[src/rtl/shared_adder_arbiter.sv]
// Two-requester 64-bit adder built around one SEG_W-bit carry-select segment.
// A round-robin arbiter picks one requester. The FSM then walks the operands
// one segment per cycle. The finished sum and carry are published as a
// one-cycle result pulse.
//
// Handshake (both requesters): a requester raises valid_i and holds it, with
// stable operands, until it sees ready_o. A transfer happens in exactly the
// cycle where valid_i && ready_o. ready_o is combinational and is only ever
// high in IDLE, for the granted requester, while that requester's valid_i is
// high and reset is low. Operands are sampled only on the transfer cycle.
// Dropping valid_i before the transfer withdraws the request silently.
module shared_adder_arbiter #(
   parameter int SEG_W = 16
) (
   input  logic        clk_i,
   input  logic        rst_i,
   input  logic        req0_valid_i,
   input  logic [63:0] req0_a_i,
   input  logic [63:0] req0_b_i,
   output logic        req0_ready_o,
   input  logic        req1_valid_i,
   input  logic [63:0] req1_a_i,
   input  logic [63:0] req1_b_i,
   output logic        req1_ready_o,
   output logic        res_valid_o,
   output logic        res_id_o,
   output logic [63:0] sum_o,
   output logic        carry_o,
   output logic        busy_o
);

   localparam int NSEG  = 64 / SEG_W;
   localparam int IDX_W = (NSEG > 1) ? $clog2(NSEG) : 1;
   localparam logic [IDX_W-1:0] LAST_IDX = IDX_W'(NSEG - 1);

   typedef enum logic [1:0] {
      IDLE = 2'd0,
      CALC = 2'd1,
      DONE = 2'd2
   } state_t;

   // FSM and arbitration state
   state_t           state_q, state_d;
   logic             last_grant_q, last_grant_d;

   // Latched operation: operands, owner, segment walk and working sum
   logic [63:0]      a_q, a_d;
   logic [63:0]      b_q, b_d;
   logic             id_q, id_d;
   logic [IDX_W-1:0] seg_idx_q, seg_idx_d;
   logic             seg_carry_q, seg_carry_d;
   logic [63:0]      work_q, work_d;

   // Published result. It only changes on entry to DONE, so requesters can
   // read the previous result for the whole duration of the next operation.
   logic [63:0]      sum_q, sum_d;
   logic             res_carry_q, res_carry_d;
   logic             res_id_q, res_id_d;

   // Combinational helpers
   logic             grant;
   logic             xfer;
   logic [6:0]       seg_lo;
   logic [SEG_W-1:0] seg_a;
   logic [SEG_W-1:0] seg_b;
   logic [SEG_W:0]   seg_sum_c0;
   logic [SEG_W:0]   seg_sum_c1;
   logic [SEG_W:0]   seg_sum_sel;

   // Round-robin choice: under contention, serve whoever did not win last time.
   always_comb begin
      grant = 1'b0;
      if (req0_valid_i && req1_valid_i) begin
         grant = ~last_grant_q;
      end else if (req1_valid_i) begin
         grant = 1'b1;
      end
   end

   // Ready is offered only in IDLE and never while reset is asserted.
   always_comb begin
      req0_ready_o = 1'b0;
      req1_ready_o = 1'b0;
      if ((state_q == IDLE) && !rst_i) begin
         req0_ready_o = req0_valid_i && !grant;
         req1_ready_o = req1_valid_i && grant;
      end
      xfer = req0_ready_o | req1_ready_o;
   end

   // Shared segment: precompute both carry-in cases, then pick one with the
   // registered carry from the previous segment.
   always_comb begin
      seg_lo      = 7'(seg_idx_q) * 7'(SEG_W);
      seg_a       = a_q[seg_lo +: SEG_W];
      seg_b       = b_q[seg_lo +: SEG_W];
      seg_sum_c0  = {1'b0, seg_a} + {1'b0, seg_b};
      seg_sum_c1  = {1'b0, seg_a} + {1'b0, seg_b} + {{SEG_W{1'b0}}, 1'b1};
      seg_sum_sel = seg_carry_q ? seg_sum_c1 : seg_sum_c0;
   end

   // Next-state logic: capture on transfer, one segment per CALC cycle,
   // publish when the last segment finishes, then a single DONE cycle.
   always_comb begin
      state_d      = state_q;
      last_grant_d = last_grant_q;
      a_d          = a_q;
      b_d          = b_q;
      id_d         = id_q;
      seg_idx_d    = seg_idx_q;
      seg_carry_d  = seg_carry_q;
      work_d       = work_q;
      sum_d        = sum_q;
      res_carry_d  = res_carry_q;
      res_id_d     = res_id_q;

      case (state_q)
         IDLE: begin
            if (xfer) begin
               a_d          = grant ? req1_a_i : req0_a_i;
               b_d          = grant ? req1_b_i : req0_b_i;
               id_d         = grant;
               last_grant_d = grant;
               seg_idx_d    = '0;
               seg_carry_d  = 1'b0;
               work_d       = '0;
               state_d      = CALC;
            end
         end
         CALC: begin
            work_d[seg_lo +: SEG_W] = seg_sum_sel[SEG_W-1:0];
            seg_carry_d             = seg_sum_sel[SEG_W];
            if (seg_idx_q == LAST_IDX) begin
               sum_d       = work_d;
               res_carry_d = seg_sum_sel[SEG_W];
               res_id_d    = id_q;
               state_d     = DONE;
            end else begin
               seg_idx_d = seg_idx_q + IDX_W'(1);
            end
         end
         DONE: begin
            state_d = IDLE;
         end
         default: begin
            state_d = IDLE;
         end
      endcase
   end

   // State registers. Reset aborts any operation in flight and clears the
   // published result. last_grant resets to 1 so requester 0 wins the first
   // contention.
   always_ff @(posedge clk_i) begin
      if (rst_i) begin
         state_q      <= IDLE;
         last_grant_q <= 1'b1;
         a_q          <= '0;
         b_q          <= '0;
         id_q         <= 1'b0;
         seg_idx_q    <= '0;
         seg_carry_q  <= 1'b0;
         work_q       <= '0;
         sum_q        <= '0;
         res_carry_q  <= 1'b0;
         res_id_q     <= 1'b0;
      end else begin
         state_q      <= state_d;
         last_grant_q <= last_grant_d;
         a_q          <= a_d;
         b_q          <= b_d;
         id_q         <= id_d;
         seg_idx_q    <= seg_idx_d;
         seg_carry_q  <= seg_carry_d;
         work_q       <= work_d;
         sum_q        <= sum_d;
         res_carry_q  <= res_carry_d;
         res_id_q     <= res_id_d;
      end
   end

   // Result pulse is suppressed in a reset cycle, so an aborted operation
   // never reports.
   assign res_valid_o = (state_q == DONE) && !rst_i;
   assign busy_o      = (state_q != IDLE);
   assign sum_o       = sum_q;
   assign carry_o     = res_carry_q;
   assign res_id_o    = res_id_q;

endmodule

[config.mk]
export PLATFORM = sky130hd
export DESIGN_NAME = shared_adder_arbiter
export DESIGN_NICKNAME = d
export VERILOG_FILES = /design/src/rtl/shared_adder_arbiter.sv
export SDC_FILE = /design/constraint.sdc
export NUM_CORES = 1
export LEC_CHECK = 0
export ABC_AREA = 1
export BUFFER_PORTS_ARGS = -buffer_cell sky130_fd_sc_hd__buf_2
export CORE_MARGIN = 1
export CORE_UTILIZATION = 30
export CTS_CLUSTER_DIAMETER = 150
export CTS_CLUSTER_SIZE = 16
export DETAILED_ROUTE_END_ITERATION = 7
export PLACE_DENSITY_LB_ADDON = 0.12
export SYNTH_ARGS = -nofsm -noshare
export SYNTH_HDL_FRONTEND = slang
export SYNTH_SLANG_ARGS = --single-unit
[constraint.sdc]
create_clock -name clk_i -period 4.85 [get_ports clk_i]
set_input_delay 0.97 -clock clk_i [delete_from_list [all_inputs] [get_ports clk_i]]
set_output_delay 0.97 -clock clk_i [all_outputs]
set_load 0.02 [all_outputs]
==> results.txt, run 1 <==
- Cell occurring most often along the worst timing path: nand2_1
* Final clock skew: 0.0192 ns
- Derived from the worst setup path, the maximum achievable clock frequency is approximately 260 MHz.
- Post-CTS setup buffer count: 0
- The final hold violation count is 0.
- Layout Area Growth over Synthesis: 19.6%
* Flop and latch count out of synthesis: ~270
- Total global routing overflow: 0
* Switching share of power: a little over a third
- The wire-length estimate of the detail-placed layout is between 30000 and 40000 um.
- First-pass GRT wire length: 75500 um
- Layout net count: around 2400
* Largest stage delay on the critical path: 0.56 ns
* Vias: approximately 14000
- Post-synth net total: around 2200
* Share of power burned in registers: between 40% and 50%
- In this run the register-to-register setup slack is between 0.9 and 1 ns.
* Worst hold path type: register to register
- Internal power comes to 3.56 mW.
- Setup violations remaining at the end of the flow were counted as 0.
- In this run the worst setup path begins at seg_idx_q[0].
* Clock-pin transition on the worst setup and hold timing paths: 0.08 ns
- Critical Path RT: between 5 and 6 ns
- Average instance area after synthesis: 6.86 um2
- After synthesis, the largest family of logic cells by area is simple AND/OR/NAND/NOR gates.
- Cell Area, Synth: ~13000 um2
- In this run, the combinational gates consume about 29% of the power.
* Total die area: between 40000 and 50000 um2
- For this run, design rule violations remaining after detail routing come to 0.
* Core area: between 40000 and 50000 um2
- For the worst setup path, the data arrival time is between 4 and 5 ns.
- In this run the worst path has a maximum fanout of 32.
* Number of placed I/O pins: 330
- Dividing the detail-routed via count by the number of cells gives between 5 and 6.
- Maximum buffer depth of the clock tree: 3
- Summed over all nets, the switching power comes to around 2 mW.
- The flow ran to the end, and the final reports show no timing, DRC or antenna violations.
* Pins over their slew limit: 0
* Initial core utilization: a little under a third
- Critical Path Slowest Stage Cell: fa_1
- Hold wc startpoint: id_q
* Gp weighted congestion: approximately 0.84
* Root Buffer Master: clkbuf_16
- Measured along the x axis, the die boundary spans around 210 um.
* Setup repair after global routing missed its margin: no
- Cts bufs inserted: 20
- Antenna violations before repair: 1
- The critical path goes through inv_2 > buf_4 > o21ai_0 > o22ai_1 > ha_1 > fa_1 > ha_1 > nand2_1 > nor2_2 > nand3_1 > nor2_2 > nand3_2 > clkinv_2 > nand2_4 > nor2_4 > xor2_2 > nand4_1 > nand2_1 > nand2_1 > a21oi_2.
- Worst slew slack as a fraction of its limit: roughly 28%
- Yosys mapped the design onto 46 distinct sky130hd cell types.
- Final total negative setup slack: 0 ns
* Max-cap viol count: 0
- In the finished design, the share of the clock period the worst path needs comes to just over 80%.
* Leakage power: 6.99 nW
* Fillers: 4793
- The synthesized design contains 0 enable-type register cells.
- Together, buffers and inverters on the worst path number 3.
* Mux share of post-synthesis cell area: 0%
- Endpoint class of the critical path: register
- Via count of the first global-routing pass: 13122
- CP Launch Type: register
* DIE HEIGHT: about 210 um
- # port buffers: ~330
- Asr flop ratio synth: 0%
- Pin count of the biggest net entering global routing: approximately 260
- During synthesis, Yosys emitted a total of 0 warnings.
- Terminating pin of the worst hold path: res_id_o
- Summing the areas of all compound-gate instances in the mapped netlist gives 23.2% of the synthesized area.
- In this run, post-CTS repair resized a total of 0 instances.
- CTS H-tree lvls: 1
- Of the total synthesized cell area, the portion taken by XOR and XNOR cells is less than 1%.
- Summing internal, switching and leakage power gives ~5.5 mW.
* Clock tree from TritonCTS: yes
- For the worst-skew pair, the clock arrives at the later sink with an insertion delay of 0.53 ns.
- Post-detailed-placement cell area: 15300 um2
- The worst register-to-register path has a depth of 20.
- Max rail drop VDD: around 0.21 mV
- After technology mapping, the gate count stands at slightly below 2000.
- Post-route cell area: ~16000 um2
* Endpoint of the worst register-to-register path: work_q[28]
* Fraction of final layout cells sized beyond drive strength 1: 20.2%
* Simple-gate share of the synthesized area: 27.4%
- CP Depth: 20
* Overall Global Routing Usage: about 22%
- The share of the Yosys chip area taken by registers is 40.0%.
- Sink count of the clock tree: about 270
- Startpoint-to-endpoint class of the critical path: register to register
- Dividing total power by cell area gives a power density of about 350 nW/um2.
- Sum of routed wire length over all layers: 49400 um
- For this run, the leading register cell type out of synthesis is dfxtp_1.
- Antenna Cells: 0
- Count of TritonRoute iterations in the first routing pass: 5
- Hold buffer count at cts: 0
- Hold Path Stages: 2
- In this run the critical register-to-register path is launched from seg_idx_q[0].
- Post-synthesis adder-cell area fraction: ~2.3%
- Row generation in the floorplan step produced 76 rows.
- In the final routed layout, each cell accounts on average for 18.0 um.
- In this run, the clock network consumes between 20% and 30% of the power.
- Count of routing violations after the opening detailed-route iteration: 844
- Slew @ Worst Pin: between 1 and 1.5 ns
- Min Tclk post-route: 3.91 ns
* Number of nets still failing antenna checks after routing: 0
- Top Family by Delay on Critical Path: simple AND/OR/NAND/NOR gates
layout make-up:
| class | count | area, um2 | share of cell area, % |
|---|---|---|---|
| Sequential cell | 265 | 5310 | 33.5 |
| Tap cell | 585 | 732 | 4.62 |
| Multi-Input combinational cell | 1446 | 7120 | 44.9 |
| Clock buffer | 21 | 526 | 3.31 |
| Clock inverter | 1 | 8.76 | 0.0552 |
| Inverter | 81 | 310 | 1.96 |
| Timing Repair Buffer | 351 | 1850 | 11.7 |
how the worst max path moves through the flow:
stage	endpoint
2_1_floorplan	work_q[44]
3_3_place_gp	work_q[28]
3_5_place_dp	work_q[28]
4_1_cts	work_q[28]
5_1_grt	work_q[28]
6_report	work_q[28]
through the flow:
| step | instances | utilization, % | setup slack [ns] | hold slack (ns) |
|---|---|---|---|---|
| finish | 2750 | 36.6 | 0.943 | 0.461 |
| global route | 2750 | 36.6 | 0.549 | 0.482 |
| CTS | 2750 | 36.6 | 0.936 | 0.464 |
| detailed placement | 2728 | 35.3 | 0.958 | 0.449 |
| global placement | 2728 | 35.3 | 1.05 | 0.448 |
| floorplan | 1933 | - | 1.30 | 0.429 |
registers in the layout (all words and copies together), names as in the netlist:
register	flops
carry_o	1
sum_o	64
state_q	2
id_q	1
a_q	64
work_q	64
seg_idx_q	2
seg_carry_q	1
b_q	64
res_id_o	1
last_grant_q	1
cell usage in the layout (no fill, tap or decap), drive strengths merged, types with 7 or more instances in the layout:
master	n
nor3	11
dfxtp	265
a21oi	62
o21bai	7
clkbuf	21
ha	23
a22oi	16
o22ai	32
nand3	103
nand4	8
nor2	134
inv	78
a2bb2oi	15
buf	351
nand2	615
o21ai	258
a31oi	134
logic make-up after synthesis:
kind of cell               after synthesis
adders and majority gates               24
buffers and inverters                  222
xor gates and xnor gates                 8
DFF                                    265
and+or+nand+nor                        879
AOI/OAI and AO/OA                      535
routing by layer:
layer / wire [um] / vias to the layer above / track usage, %
li1: - / 6999 / -
met3: 2340 / 57 / 2.76
met4: 1170 / 2 / 5.27
met1: 22900 / 6346 / 29.4
met2: 23000 / 420 / 35.7
met5: 13 / - / 0
worst register-to-register path, cell delays in order, from the launching register on:
cell and delay [ns]:
dfxtp_2 0.37, inv_2 0.22, buf_4 0.31, o21ai_0 0.16, o22ai_1 0.10, ha_1 0.27, fa_1 0.56, ha_1 0.16
nand2_1 0.09, nor2_2 0.12, nand3_1 0.13, nor2_2 0.15, nand3_2 0.13, clkinv_2 0.09, nand2_4 0.06, nor2_4 0.12
xor2_2 0.32, nand4_1 0.18, nand2_1 0.11, nand2_1 0.07, a21oi_2 0.13
power groups by stage:
stage                     sequential, mW  clock, mW  combinational [mW]
final                               2.39       1.57                1.58
after global routing                2.41       1.69                1.78
after CTS                           2.40       1.61                1.59
after detailed placement            2.45          0                1.58
after global placement              2.45          0                1.58
after floorplan                     2.39          0                1.08
Yosys cell counts (15+ instances only):
library cell,n,area share [%]
nand2_1,601,17
a21oi_1,55,2.1
nor2_1,120,3.4
inv_1,74,2.1
o22ai_1,32,1.5
a2bb2oi_1,15,0.99
a31oi_1,134,6.3
dfxtp_1,265,40
o21ai_1,18,0.68
ha_1,23,2.2
nand3_1,96,3.6
a22oi_1,16,0.91
clkbuf_1,130,3.7
o21ai_0,238,9.0
Note: power is estimated with default switching activity, not from simulation.
==> run 2, diff against run 1 <==
--- a/config.mk
+++ b/config.mk
@@ -5,7 +5,7 @@
 export SDC_FILE = /design/constraint.sdc
 export NUM_CORES = 1
 export LEC_CHECK = 0
-export ABC_AREA = 1
+export ABC_AREA = 0
 export BUFFER_PORTS_ARGS = -buffer_cell sky130_fd_sc_hd__buf_2
 export CORE_MARGIN = 1
 export CORE_UTILIZATION = 30
==> constraint.sdc (replaced) <==
create_clock -name clk_i -period 3.55 [get_ports clk_i]
set_input_delay 0.71 -clock clk_i [delete_from_list [all_inputs] [get_ports clk_i]]
set_output_delay 0.71 -clock clk_i [all_outputs]
set_load 0.02 [all_outputs]
==> run 2 against run 1 <==
  * The flow now finishes with violations (negative setup slack)
  * First-iteration DRC count is 28% lower
  * Register-to-register slack worse by 1.0 ns
  * Combinational power is 34% higher
  * Highest routed layer is now met4
  * Core utilization is 4.2 points higher
  * Area after synthesis is 0.76% higher
  * Setup slack worse by 1.0 ns
==> results.txt, run 2 <==
- Cell accounting for the most synthesized area: dfxtp_1 (unchanged)
* Commonest cells in the netlist: 265 x dfxtp_1, 211 x nor2_1, 167 x a211oi_1 (was 601 x nand2_1, 265 x dfxtp_1, 238 x o21ai_0)
- The critical register-to-register path endpoint was sum_o[13] (was work_q[28]).
* Vias: 12218 (was 13824)
- Proportion of netlist area held by the largest area contributor: 39.7% (was 40.0%)
* Distinct cell type count of the synthesized netlist: 81 (was 46)
* Synth warnings: 0 (unchanged)
* CTS H-tree lvls: 1 (unchanged)
- Top area cells in the synthesized netlist: dfxtp_1 40%, mux2i_1 9.8%, a211oi_1 9.4% (was dfxtp_1 40%, nand2_1 17%, o21ai_0 9.0%).
- The count of antenna diodes in the layout came to 0 (unchanged).
- The met1 track demand over resource in global routing is 25.0% (was 29.4%).
- The global routing usage on met2 came to 34.9% (was 35.7%).
- Average instance area after synthesis: 9.22 um2 (was 6.86 um2)
- The power density over the cells is 422 nW/um2 (was 350 nW/um2).
* Clock-pin transition on the worst setup and hold timing paths: 0.08 ns (about the same)
* PnR worst setup slack: -0.107 ns (was 0.943 ns)
- Wire per inst: 18.8 um (was 18.0 um)
* Hold buffer count at cts: 0 (unchanged)
* Post-detailed-placement cell area: 16300 um2 (was 15300 um2)
- The number of buffers added by the clock tree synthesis step was 20 (unchanged).
- Setup repair after global routing missed its margin: yes (was no).
- The part of the cycle the worst path needs came to 103% (was 80.6%).
- The number of failing setup endpoints in the final timing report is 54 (was 0).
- Endpoint class of the critical path: register (unchanged)
* Fraction of final layout cells sized beyond drive strength 1: 35.4% (was 20.2%)
* Sink count of the clock tree: 265 (unchanged)
- The number of buffers inserted by port buffering came to 329 (unchanged).
- Highest achievable clock rate: 273 MHz (was 256 MHz)
- The critical path capture point was sum_o[13] (was work_q[28]).
* Global routing met3 resource utilization: 2.03% (was 2.76%)
- The startpoint of the most critical setup path was seg_idx_q[0] (unchanged).
* Total global routing overflow: 0 (unchanged)
- The class of the most critical setup path is register to register (unchanged).
* Failing checks: negative setup slack
- Critical Path RT: 3.98 ns (was 5.30 ns)
* Post-route cell area: 17700 um2 (was 15900 um2)
- Worst slew slack as a fraction of its limit: 33.0% (was 27.8%)
- Reg-to-Reg Start: seg_idx_q[0] (unchanged)
* Part of the Yosys area used for sequential elements: 39.7% (was 40.0%)
- The maximum fanout encountered on the critical timing path is 6 (was 32).
- The area growth from synthesis to layout is 32.8% (was 19.6%).
* Arrival time at the worst endpoint: 4.08 ns (was 4.36 ns)
- The number of buffers on the longest clock path came to 3 (unchanged).
- Pins over their slew limit: 0 (unchanged)
- The class of the worst hold path is register to register (unchanged).
- The number of flops mapped to enable cells by yosys is 0 (unchanged).
- Run status: finished, violations left (was complete, no violations)
- Number of hold violations in the final report: 0 (unchanged)
- The clock tree from TritonCTS is yes (unchanged).
- Slew @ Worst Pin: 1.00 ns (was 1.08 ns)
* Remaining DRCs: 0 (unchanged)
* Min Tclk post-route: 3.66 ns (was 3.91 ns)
* R2r worst-path depth: 13 (was 20)
* Max-cap viol count: 0 (unchanged)
* DIE HEIGHT: 213 um (was 212 um)
- The most frequent standard cell in the layout excluding fill and tap cells was buf_2 (was nand2_1).
- The starting density of the core was 30.7% (was 30.6%).
* CP Launch Type: register (unchanged)
* Fillers: 4377 (was 4793)
- The combined global-route utilization of all metal layers was 19.5% (was 21.5%).
* Final clock skew: 0.0251 ns (was 0.0192 ns)
* Via count of the first global-routing pass: 11867 (was 13122)
- Gp weighted congestion: 0.846 (was 0.840)
* Count of placed standard cells in the final layout, fillers left out: 2388 (was 2750)
- Antenna violations before repair: 0 (was 1)
* Primary flip-flop cell chosen by synthesis mapping: dfxtp_1 (unchanged)
- The number of DRC markers after the initial detailed-route iteration was 611 (was 844).
- The count of standard-cell rows is 76 (unchanged).
- Pin count of the biggest net entering global routing: 186 (was 258)
- Area taken by multi-input logic gates: 8290 um2 (was 7120 um2)
* Layout net count: 2087 (was 2449)
- Global route hottest layer: met2 (unchanged)
* Count of TritonRoute iterations in the first routing pass: 6 (was 5)
* Count leader, synth: dfxtp_1 (was nand2_1)
- The fraction of synthesis flops using an asynchronous set or reset pin was 0% (unchanged).
* Width of the die: 213 um (was 212 um)
- The largest voltage drop on the vdd net came to 0.280 mV (was 0.213 mV).
* Sequential cell area: 5310 um2 (about the same)
- Root Buffer Master: clkbuf_16 (unchanged)
* Per-cell via count in the routed design: 5.12 (was 5.03)
- The boundary pin count is 330 (unchanged).
- The sum of negative setup slack is -3.60 ns (was 0 ns).
* Sum of routed wire length over all layers: 45000 um (was 49400 um)
* Flop and latch count out of synthesis: 265 (unchanged)
* First-pass GRT wire length: 68600 um (was 75500 um)
- Core area: 43500 um2 (was 43400 um2)
* Total die area: 45400 um2 (was 45000 um2)
- The cell total after placement was 2343 (was 2728).
* DP Wirelength: 32900 um (was 35900 um)
- Cell Area, Synth: 13400 um2 (was 13300 um2)
- The residual antenna-violating net count after detailed routing was 0 (unchanged).
* Insertion delay of the later-clocked pin in the worst-skew pair: 0.53 ns (about the same)
- Commonest cells after routing, fill and taps aside: 328 x buf_2, 263 x dfxtp_1, 208 x nor2_1 (was 598 x nand2_1, 329 x buf_2, 264 x dfxtp_1)
- Post-synth net total: 1732 (was 2217)
- The flop-to-flop setup slack is -0.11 ns (was 0.94 ns).
- Leakage power: 7.00 nW (was 6.99 nW)
- Number of instances in the synthesized netlist: 1448 (was 1933)
[run 2: cells by family after synthesis]
| kind of cell | Yosys count | share of synthesized area, % |
|---|---|---|
| xor gates and xnor gates | 22 | 1.75 |
| muxes | 163 | 15.2 |
| DFF | 265 | 39.7 |
| adders and majority gates | 24 | 2.30 |
| AOI/OAI and AO/OA | 394 | 21.8 |
| and+or+nand+nor | 439 | 14.8 |
| buffers and inverters | 141 | 4.32 |
[run 2: report_power, final]
part | switching [mW] | leakage (nW) | total [mW] | internal [mW]
clock | 1.08 | 0.263 | 2.14 | 1.05
sequential | 0.112 | 2.17 | 3.24 | 3.13
combinational | 1.17 | 4.57 | 2.11 | 0.941
[run 2: worst min-delay path by stage]
| stage | start | endpoint | slack, ns | cells past startpoint |
|---|---|---|---|---|
| 2_1_floorplan | id_q | res_id_o | 0.43 | 2 |
| 3_3_place_gp | sum_o[0] | sum_o[0] | 0.45 | 2 |
| 3_5_place_dp | sum_o[49] | sum_o[49] | 0.45 | 2 |
| 4_1_cts | sum_o[49] | sum_o[49] | 0.46 | 2 |
| 5_1_grt | sum_o[17] | sum_o[17] | 0.48 | 2 |
| 6_report | sum_o[0] | sum_o[0] | 0.45 | 2 |
[run 2: what timing repair did]
item                                    CTS  global route
buffers inserted                          7            15
resized for setup                        55            70
pin swaps                                34            48
endpoints found under the setup margin   73            75
cloned                                    2             0
[run 2: layout make-up]
class	count	area share, %
clock buffer	21	2.96
clock inverter	1	0.0494
inverter	13	0.275
multi-input combinational	1043	46.8
sequential	265	30.0
tap	585	4.13
timing repair buffer	460	15.9
[run 2: metal layers]
metal | share of wire [%] | vias to the layer above
li1 | - | 6120
met3 | 3.2 | 50
met5 | 0 | -
met2 | 50 | 289
met4 | 2.1 | 0
met1 | 45 | 5759
[run 2: metrics by stage]
step                hold slack, ns  power (mW)  worst slack, ns  utilization, %
floorplan                    0.432        4.38          -0.0266               -
global placement             0.446        5.14           -0.182            37.4
detailed placement           0.445        5.16           -0.280            37.4
CTS                          0.456        7.45           -0.119            39.5
global route                 0.479        7.88           -0.263            40.8
finish                       0.453        7.49           -0.107            40.8
[run 2: critical path: stages, from the launching register on]
cell and delay [ns]:
dfxtp_4 0.44, buf_12 0.14, buf_4 0.10, mux4_2 0.53
ha_4 0.27, a21o_2 0.23, a221oi_4 0.34, buf_6 0.16
xnor2_4 0.12, o31ai_4 0.15, or3_4 0.46, nor3b_4 0.31
o21ai_1 0.09, a211oi_1 0.22
